`src/rtl/uart_pkg.sv`:
```
// Shared types and constants for the parametrised UART receiver family.
package uart_pkg;

  typedef logic [2:0] uart_rx_state_t;

  localparam uart_rx_state_t ST_IDLE      = 3'd0;
  localparam uart_rx_state_t ST_START     = 3'd1;
  localparam uart_rx_state_t ST_DATA      = 3'd2;
  localparam uart_rx_state_t ST_PARITY    = 3'd3;
  localparam uart_rx_state_t ST_STOP      = 3'd4;
  localparam uart_rx_state_t ST_WAIT_IDLE = 3'd5;

  localparam int PARITY_NONE = 0;
  localparam int PARITY_EVEN = 1;
  localparam int PARITY_ODD  = 2;

  function automatic int cnt_width(input int clks_per_bit);
    return $clog2(clks_per_bit);
  endfunction

endpackage

```
`src/rtl/uart_rx_param_sync.sv`:
```
// Two-flop synchroniser for asynchronous inputs; both stages reset high (idle line level).
module uart_sync2 (
  input  logic clk,
  input  logic reset,
  input  logic d,
  output logic q
);

  logic meta_q, meta_d;
  logic sync_q, sync_d;

  always_comb begin
    meta_d = d;
    sync_d = meta_q;
  end

  always_ff @(posedge clk or negedge reset) begin
    if (!reset) begin
      meta_q <= 1'b1;
      sync_q <= 1'b1;
    end else begin
      meta_q <= meta_d;
      sync_q <= sync_d;
    end
  end

  assign q = sync_q;

endmodule

```
`src/rtl/uart_rx_param.sv`:
```
// Parametrised UART receiver with false-start rejection and parity/frame/overrun flags.
// Build option UART_RX_MAJORITY_EN: 2-of-3 majority around each bit centre (+1 cycle latency).
//
// state      | meaning
// IDLE       | line idle, waiting for a low level
// START      | start bit seen, confirming at its centre
// DATA       | sampling payload bits LSB first
// PARITY     | sampling the parity bit
// STOP       | sampling stop bit(s), word delivered on the last one
// WAIT_IDLE  | last stop was low, waiting for the line to return high
module uart_rx_param
  import uart_pkg::*;
#(
  parameter int CLKS_PER_BIT = 434,
  parameter int DATA_BITS    = 8,
  parameter int PARITY_MODE  = 0,
  parameter int STOP_BITS    = 1
) (
  input  logic                 clk,
  input  logic                 reset,
  input  logic                 rx,
  output logic [DATA_BITS-1:0] d_out,
  output logic                 rx_valid,
  input  logic                 rd_ack,
  output logic                 parity_err,
  output logic                 frame_err,
  output logic                 overrun_err,
  output logic                 busy
);

  localparam int CNT_W = cnt_width(CLKS_PER_BIT);
`ifdef UART_RX_MAJORITY_EN
  localparam int MID_OFS = 1;
`else
  localparam int MID_OFS = 0;
`endif
  localparam logic [CNT_W-1:0] MID_CNT   = CNT_W'(CLKS_PER_BIT / 2 + MID_OFS);
  localparam logic [CNT_W-1:0] LAST_CNT  = CNT_W'(CLKS_PER_BIT - 1);
  localparam logic [3:0]       LAST_DATA = 4'(DATA_BITS - 1);
  localparam logic             STOP_LAST = 1'(STOP_BITS - 1);
  localparam logic             PAR_ODD   = (PARITY_MODE == PARITY_ODD);

  logic rx_s;
  logic sample_bit;

  uart_sync2 u_sync (
    .clk   (clk),
    .reset (reset),
    .d     (rx),
    .q     (rx_s)
  );

`ifdef UART_RX_MAJORITY_EN
  // hist_q holds rx_s from the two previous cycles; the vote is taken one cycle after centre.
  logic [1:0] hist_q, hist_d;

  always_comb begin
    hist_d     = {hist_q[0], rx_s};
    sample_bit = (hist_q[1] & hist_q[0]) | (hist_q[1] & rx_s) | (hist_q[0] & rx_s);
  end

  always_ff @(posedge clk or negedge reset) begin
    if (!reset) hist_q <= 2'b11;
    else        hist_q <= hist_d;
  end
`else
  assign sample_bit = rx_s;
`endif

  uart_rx_state_t       state_q, state_d;
  logic [CNT_W-1:0]     cnt_q, cnt_d;
  logic [3:0]           bit_idx_q, bit_idx_d;
  logic                 stop_idx_q, stop_idx_d;
  logic [DATA_BITS-1:0] shift_q, shift_d;
  logic                 par_acc_q, par_acc_d;
  logic                 perr_acc_q, perr_acc_d;
  logic                 ferr_acc_q, ferr_acc_d;
  logic                 pending_q, pending_d;
  logic [DATA_BITS-1:0] d_out_q, d_out_d;
  logic                 rx_valid_q, rx_valid_d;
  logic                 parity_err_q, parity_err_d;
  logic                 frame_err_q, frame_err_d;
  logic                 overrun_err_q, overrun_err_d;
  logic                 busy_q, busy_d;
  logic [CNT_W-1:0]     cnt_inc;
  logic                 at_mid, at_bit;

  always_comb begin
    state_d       = state_q;
    cnt_d         = cnt_q;
    bit_idx_d     = bit_idx_q;
    stop_idx_d    = stop_idx_q;
    shift_d       = shift_q;
    par_acc_d     = par_acc_q;
    perr_acc_d    = perr_acc_q;
    ferr_acc_d    = ferr_acc_q;
    pending_d     = pending_q;
    d_out_d       = d_out_q;
    rx_valid_d    = 1'b0;
    parity_err_d  = parity_err_q;
    frame_err_d   = frame_err_q;
    overrun_err_d = overrun_err_q;
    cnt_inc       = cnt_q + CNT_W'(1);
    at_mid        = (cnt_q == MID_CNT);
    at_bit        = (cnt_q == LAST_CNT);

    case (state_q)
      ST_IDLE: begin
        cnt_d = '0;
        if (!rx_s) state_d = ST_START;
      end
      ST_START: begin
        if (at_mid) begin
          cnt_d = '0;
          if (sample_bit) begin
            state_d = ST_IDLE;
          end else begin
            state_d    = ST_DATA;
            bit_idx_d  = '0;
            par_acc_d  = 1'b0;
            perr_acc_d = 1'b0;
            ferr_acc_d = 1'b0;
          end
        end else begin
          cnt_d = cnt_inc;
        end
      end
      ST_DATA: begin
        if (at_bit) begin
          cnt_d     = '0;
          shift_d   = {sample_bit, shift_q[DATA_BITS-1:1]};
          par_acc_d = par_acc_q ^ sample_bit;
          bit_idx_d = bit_idx_q + 4'd1;
          if (bit_idx_q == LAST_DATA) begin
            stop_idx_d = 1'b0;
            state_d    = (PARITY_MODE != PARITY_NONE) ? ST_PARITY : ST_STOP;
          end
        end else begin
          cnt_d = cnt_inc;
        end
      end
      ST_PARITY: begin
        if (at_bit) begin
          cnt_d      = '0;
          perr_acc_d = par_acc_q ^ sample_bit ^ PAR_ODD;
          state_d    = ST_STOP;
        end else begin
          cnt_d = cnt_inc;
        end
      end
      ST_STOP: begin
        if (at_bit) begin
          cnt_d      = '0;
          stop_idx_d = stop_idx_q + 1'b1;
          if (!sample_bit) ferr_acc_d = 1'b1;
          if (stop_idx_q == STOP_LAST) begin
            d_out_d       = shift_q;
            rx_valid_d    = 1'b1;
            parity_err_d  = perr_acc_q;
            frame_err_d   = ferr_acc_q | ~sample_bit;
            overrun_err_d = pending_q & ~rd_ack;
            state_d       = sample_bit ? ST_IDLE : ST_WAIT_IDLE;
          end
        end else begin
          cnt_d = cnt_inc;
        end
      end
      ST_WAIT_IDLE: begin
        cnt_d = '0;
        if (rx_s) state_d = ST_IDLE;
      end
      default: begin
        state_d = ST_IDLE;
        cnt_d   = '0;
      end
    endcase

    // An ack coinciding with a new word belongs to the old word, so the new one stays pending.
    if (rx_valid_d)  pending_d = 1'b1;
    else if (rd_ack) pending_d = 1'b0;

    busy_d = (state_d != ST_IDLE);
  end

  always_ff @(posedge clk or negedge reset) begin
    if (!reset) begin
      state_q       <= ST_IDLE;
      cnt_q         <= '0;
      bit_idx_q     <= '0;
      stop_idx_q    <= 1'b0;
      shift_q       <= '0;
      par_acc_q     <= 1'b0;
      perr_acc_q    <= 1'b0;
      ferr_acc_q    <= 1'b0;
      pending_q     <= 1'b0;
      d_out_q       <= '0;
      rx_valid_q    <= 1'b0;
      parity_err_q  <= 1'b0;
      frame_err_q   <= 1'b0;
      overrun_err_q <= 1'b0;
      busy_q        <= 1'b0;
    end else begin
      state_q       <= state_d;
      cnt_q         <= cnt_d;
      bit_idx_q     <= bit_idx_d;
      stop_idx_q    <= stop_idx_d;
      shift_q       <= shift_d;
      par_acc_q     <= par_acc_d;
      perr_acc_q    <= perr_acc_d;
      ferr_acc_q    <= ferr_acc_d;
      pending_q     <= pending_d;
      d_out_q       <= d_out_d;
      rx_valid_q    <= rx_valid_d;
      parity_err_q  <= parity_err_d;
      frame_err_q   <= frame_err_d;
      overrun_err_q <= overrun_err_d;
      busy_q        <= busy_d;
    end
  end

  assign d_out       = d_out_q;
  assign rx_valid    = rx_valid_q;
  assign parity_err  = parity_err_q;
  assign frame_err   = frame_err_q;
  assign overrun_err = overrun_err_q;
  assign busy        = busy_q;

endmodule

```
`config.mk`:
```
export PLATFORM = sky130hd
export DESIGN_NAME = uart_rx_param
export DESIGN_NICKNAME = d
export VERILOG_FILES = /design/src/rtl/uart_pkg.sv /design/src/rtl/uart_rx_param_sync.sv /design/src/rtl/uart_rx_param.sv
export SDC_FILE = /design/constraint.sdc
export NUM_CORES = 1
export LEC_CHECK = 0
export BUFFER_PORTS_ARGS = -buffer_cell sky130_fd_sc_hd__buf_2
export CAP_MARGIN = 20
export CORE_ASPECT_RATIO = 0.9
export CORE_UTILIZATION = 60
export CTS_CLUSTER_DIAMETER = 120
export DETAILED_ROUTE_END_ITERATION = 8
export GPL_ROUTABILITY_DRIVEN = 0
export PLACE_DENSITY = 0.88
export SYNTH_ARGS = -nofsm -noshare
export SYNTH_HDL_FRONTEND = slang
export SYNTH_SLANG_ARGS = --single-unit
```
`constraint.sdc`:
```
create_clock -name clk -period 5.5 [get_ports clk]
set_clock_uncertainty 0.05 [all_clocks]
set_input_delay 1.1 -clock clk [delete_from_list [all_inputs] [get_ports clk]]
set_output_delay 1.1 -clock clk [all_outputs]
set_load 0.005 [all_outputs]
```
-- Word-level counts from Yosys, hierarchy flattened
Cells that the tools add are included.
- add/subtract/negate cells: 3
- eq/ne operators: 15
- reductions and logical operators: 14
- bitwise logic cells: 6
- muxes and demuxes: 35
- operators with widths (cell ; count):
    $mux W3 ; 9
    $mux W9 ; 2
    $pmux W3 S6 ; 1
    $pmux W9 S2 ; 1
    $ne A2 B2 Y1 const B ; 7
    $mux W1 ; 13
    $mux W4 ; 3
    $reduce_and A4 Y1 ; 3
    $reduce_bool A2 Y1 ; 5
    $add A9 B1 Y9 const B ; 1
    $eq A9 B8 Y1 const B ; 1
    $eq A9 B9 Y1 const B ; 1
    $pmux W1 S2 ; 4
    $pmux W4 S2 ; 1
    $eq A3 B2 Y1 const B ; 2
    $eq A3 B3 Y1 const B ; 2
    $reduce_and A5 Y1 ; 1
    $add A4 B1 Y4 const B ; 1
    $eq A4 B3 Y1 const B ; 1
    $eq A3 B1 Y1 const B ; 1
    $logic_not A3 Y1 ; 1
    $not A1 Y1 ; 3
    $reduce_and A3 Y1 ; 1
    $reduce_bool A3 Y1 ; 1
    other kinds (7) ; 7
- register bits after elaboration: 44
- input bits: 4
- logic and storage cells: 90

-- Longest topological paths before layout
- word-level depth: 5
- depth in mapped cells: 8
- mapped depth without buffers: 7

-- Hierarchy
From an unflattened synthesis, not the netlist that was laid out.
- cell total of the unflattened synthesis: 173
- area total of the unflattened synthesis: 2087.0 um2
- by module, submodules not included (module ; sequential area each (um2) ; cells each ; times used ; area each (um2)):
    uart_rx_param ; 1051.0 ; 171 ; 1 ; 2034.5
    uart_sync2 ; 52.6 ; 2 ; 1 ; 52.6

-- Worst setup path after synthesis
No wires, ideal clock.
- kind: register to register
- start point: reg state_q[0]
- end point: reg d_out_q[5], in the netlist d_out[5]
- library setup time: 0.127 ns
- stages on the path, launching flop included: 7
- arrival: 1.796 ns
- data required time: 5.323 ns
- slack: 3.526 ns
- path buffers: 2
- cell sequence: dfrtp_1 clkbuf_2 or3b_1 or3_4 nor2_8 buf_6 mux2_1
- longest elaborated chain between the ends: 2
- ends and longest elaborated chain (item ; line ; RTL):
    start: declaration ; uart_rx_param.sv:70 ; uart_rx_state_t state_q, state_d;
    start signal: assignment ; uart_rx_param.sv:203 ; state_q <= state_d;
    $eq A3 B3 Y1 ; uart_rx_param.sv:107 ; case (state_q)
    $reduce_and A3 Y1 (no line) ; n/a ;
    end signal: assignment ; uart_rx_param.sv:212 ; d_out_q <= d_out_d;
    end: declaration ; uart_rx_param.sv:79 ; logic [DATA_BITS-1:0] d_out_q, d_out_d;
No other way between the ends.
A chain may end at the register's enable or synchronous reset.

-- Worst setup path after layout
- start point: reg state_q[1]
- end point: reg d_out_q[0], in the netlist d_out[0]
Same word-level chain as after synthesis.

==> impl_metrics.ini <==
[worst_setup_path]
required_ps = 5620
crit_path_start_kind = flip-flop
critical-path-top-delay-family = simple AND/OR/NAND/NOR gates
end_kind = flip-flop
worstPathArrival_ps = 2240
critPathSlowestCell = dfrtp_1
critPathKind = flip-flop to flip-flop
critPathMaxStageDelay_ps = 500
critPathBufInv = 0
crit_chain = or3b_1 > or3_4 > nor2_8 > mux2_2
critical_path.max_fanout = 16

[layout]
finalNonFillerCells = 241
num-nets-final = 205
final_cell_area_um2 = 2220
area_growth_pct = 9.25
diodes = 0
drive_gt1_frac = 0.216

[floorplan]
io_pins = 17
die_h_um = 57.2
start_util = 0.647
row_count = 19
dieWidth_um = 63.3
core_area_um2 = 3140
dieArea_um2 = 3620

[timing]
hold_ws_ps = 311
setup_viol = 0
fin_crit_sh = 0.385
tightest_slew_ps = 934
slew-limit-headroom = 0.378
rsz0062_at_grt = no
max_freq_mhz = 472
slew_viol_final = 0
setup-tns-final_ps = 0
fin_crit_ps = 2120
hold_viol_final = 0

[clocking]
post-cts-setup-buffer-count = 0
ctsResizeCount = 0
cts_tree = built
root_buffer = clkbuf_8
cts_hold_buf = 0
clk_latency_ps = 290
numCtsBuffers = 5
cts.path.max_buffers = 2
cts.sinks = 44
cts_max_level = 2
clk_pin_slew_ps = 70

[yosys]
yosys.cell_types.count = 42
syn_area_um2 = 2030
synth_top_area_frac = 0.518
async_flop_share = 1.00
synth_edf_count = 0
ys.flop_type = dfrtp_1
yosys_warnings = 0
yosysTopAreaCell = dfrtp_1
syn_inst = 180
synth-seq-cells = 44
avgSynthCellArea_um2 = 11.3
synthesis.nets = 187
yosys-top-cells-area = dfrtp_1 52%, mux2_2 7.8%, nor2_1 3.7%
synth_seq_area_share = 0.544

[grt]
gr-total-overflow = 0
busiest_layer = met2
grt_pass1_vias = 1396
antenna_found_initial = 0
grt_max_degree = 45
grt_use_met1 = 0.322
met2_usage = 0.390
grt_pass1_wl_um = 6640
use_met3 = 0.0720
grt_util_all_layers = 0.246

[min_path]
hp-class = flip-flop to flip-flop

[outcome]
status = finished, final reports clean

[route]
drtPass1Iterations = 4
viasPerCell = 5.78
dr.first_iter.drc_count = 96
wl_um = 3800
drc = 0
wire_per_inst_um = 15.8
ant_nets = 0
vias = 1393

[placed_design]
placed_cells = 233
placedInstanceArea_um2 = 2140
dp_hpwl_um = 2670
io_buffers = 16

[flow_run]
max-cap-violations = 0

[power_and_ir_drop]
vdd_drop_max_mv = 0.200
p_leak_nw = 1.07
power_density_nw_per_um2 = 236
==> cell usage after synthesis, types with 2 or more instances <==
master and n:
nand2b_1 7, xnor2_1 3, a21oi_1 3, mux2_2 14, dfstp_2 2, nand3b_1 2, a31oi_1 2, clkbuf_1 2
nor2_1 20, nand2_1 11, a211o_1 2, dfrtp_1 42, nand3_1 11, nand4_1 3, a21boi_0 2, nor3_1 2
and3_1 3, nor2b_1 3, inv_1 4, and3b_1 2, o21ai_0 9, mux2_1 4, xor2_1 4, ha_1 3
buf_2 2, a21o_1 2
==> layer usage <==
layer | wire length [um] | share of wire | vias up
met2 | 1870 | 0.49 | 38
met3 | 206 | 0.054 | 7
met4 | 70 | 0.018 | 0
met5 | 0 | 0 | -
li1 | - | - | 667
met1 | 1650 | 0.43 | 681
==> kinds of logic (layout without fill, tap and decap cells) <==
family | after synthesis | in the layout | share of synthesized area
flip-flops | 44 | 44 | 0.544
adder cells (fa/ha/maj) | 3 | 3 | 0.0185
multiplexers | 18 | 18 | 0.0999
buffers and inverters | 10 | 29 | 0.0240
AO/OA/AOI/OAI | 25 | 25 | 0.0820
XOR/XNOR | 7 | 7 | 0.0302
AND/OR/NAND/NOR | 73 | 73 | 0.202
==> area by class of cell <==
type | count | area, um2
flip-flops and latches | 44 | 1100
fillers | 233 | 921
multi-input cells | 126 | 877
repair buffers | 17 | 87.6
clock buffers | 7 | 76.3
well taps | 42 | 52.6
inverters | 4 | 15.0
clock inverters | 1 | 5.00
==> layout by cell type, fill, tap and decap left out, types with 4 or more instances in the layout <==
master     n
nand2b_1   7
xor2_1     4
mux2_2    14
nor2_1    20
o21ai_0    9
buf_2     16
nand2_1   11
mux2_1     4
clkbuf_8   5
dfrtp_1   42
nand3_1   11
inv_1      4
==> state kept, by name, indices dropped and copies added (netlist names) <==
signal and flops:
bit_idx_q 4, busy 1, cnt_q 9, d_out 8, ferr_acc_q 1, frame_err 1
overrun_err 1, par_acc_q 1, parity_err 1, pending_q 1, perr_acc_q 1, rx_valid 1
shift_q 8, state_q 3, stop_idx_q 1, u_sync.meta_q 1, u_sync.q 1
==> worst paths after layout <==
path,startpoint,endpoint,slack [ps],cells after the start
max,state_q[1],d_out[0],3380,4
min,u_sync.meta_q,u_sync.q,310,0
max reg2reg,state_q[1],d_out[0],3380,4
min reg2reg,u_sync.meta_q,u_sync.q,310,0
max in group asynchronous,reset,shift_q[6],3920,1
min in group asynchronous,reset,cnt_q[6],900,1
==> metrics by stage <==
step | util | power [W] | worst slack [ps]
3_5_place_dp | 0.681 | 0.000341 | 3410
2_1_floorplan | - | 0.000334 | 3530
3_3_place_gp | 0.681 | 0.000341 | 3500
4_1_cts | 0.707 | 0.000530 | 3400
6_report | 0.707 | 0.000522 | 3380
5_1_grt | 0.707 | 0.000541 | 3320
==> power by group <==
part | switching, W | internal (W)
Clock | 0.0000984 | 0.0000890
Sequential | 0.00000127 | 0.000325
Combinational | 0.00000715 | 0.00000177
Total | 0.000107 | 0.000416
(Power assumes the default switching activity.)
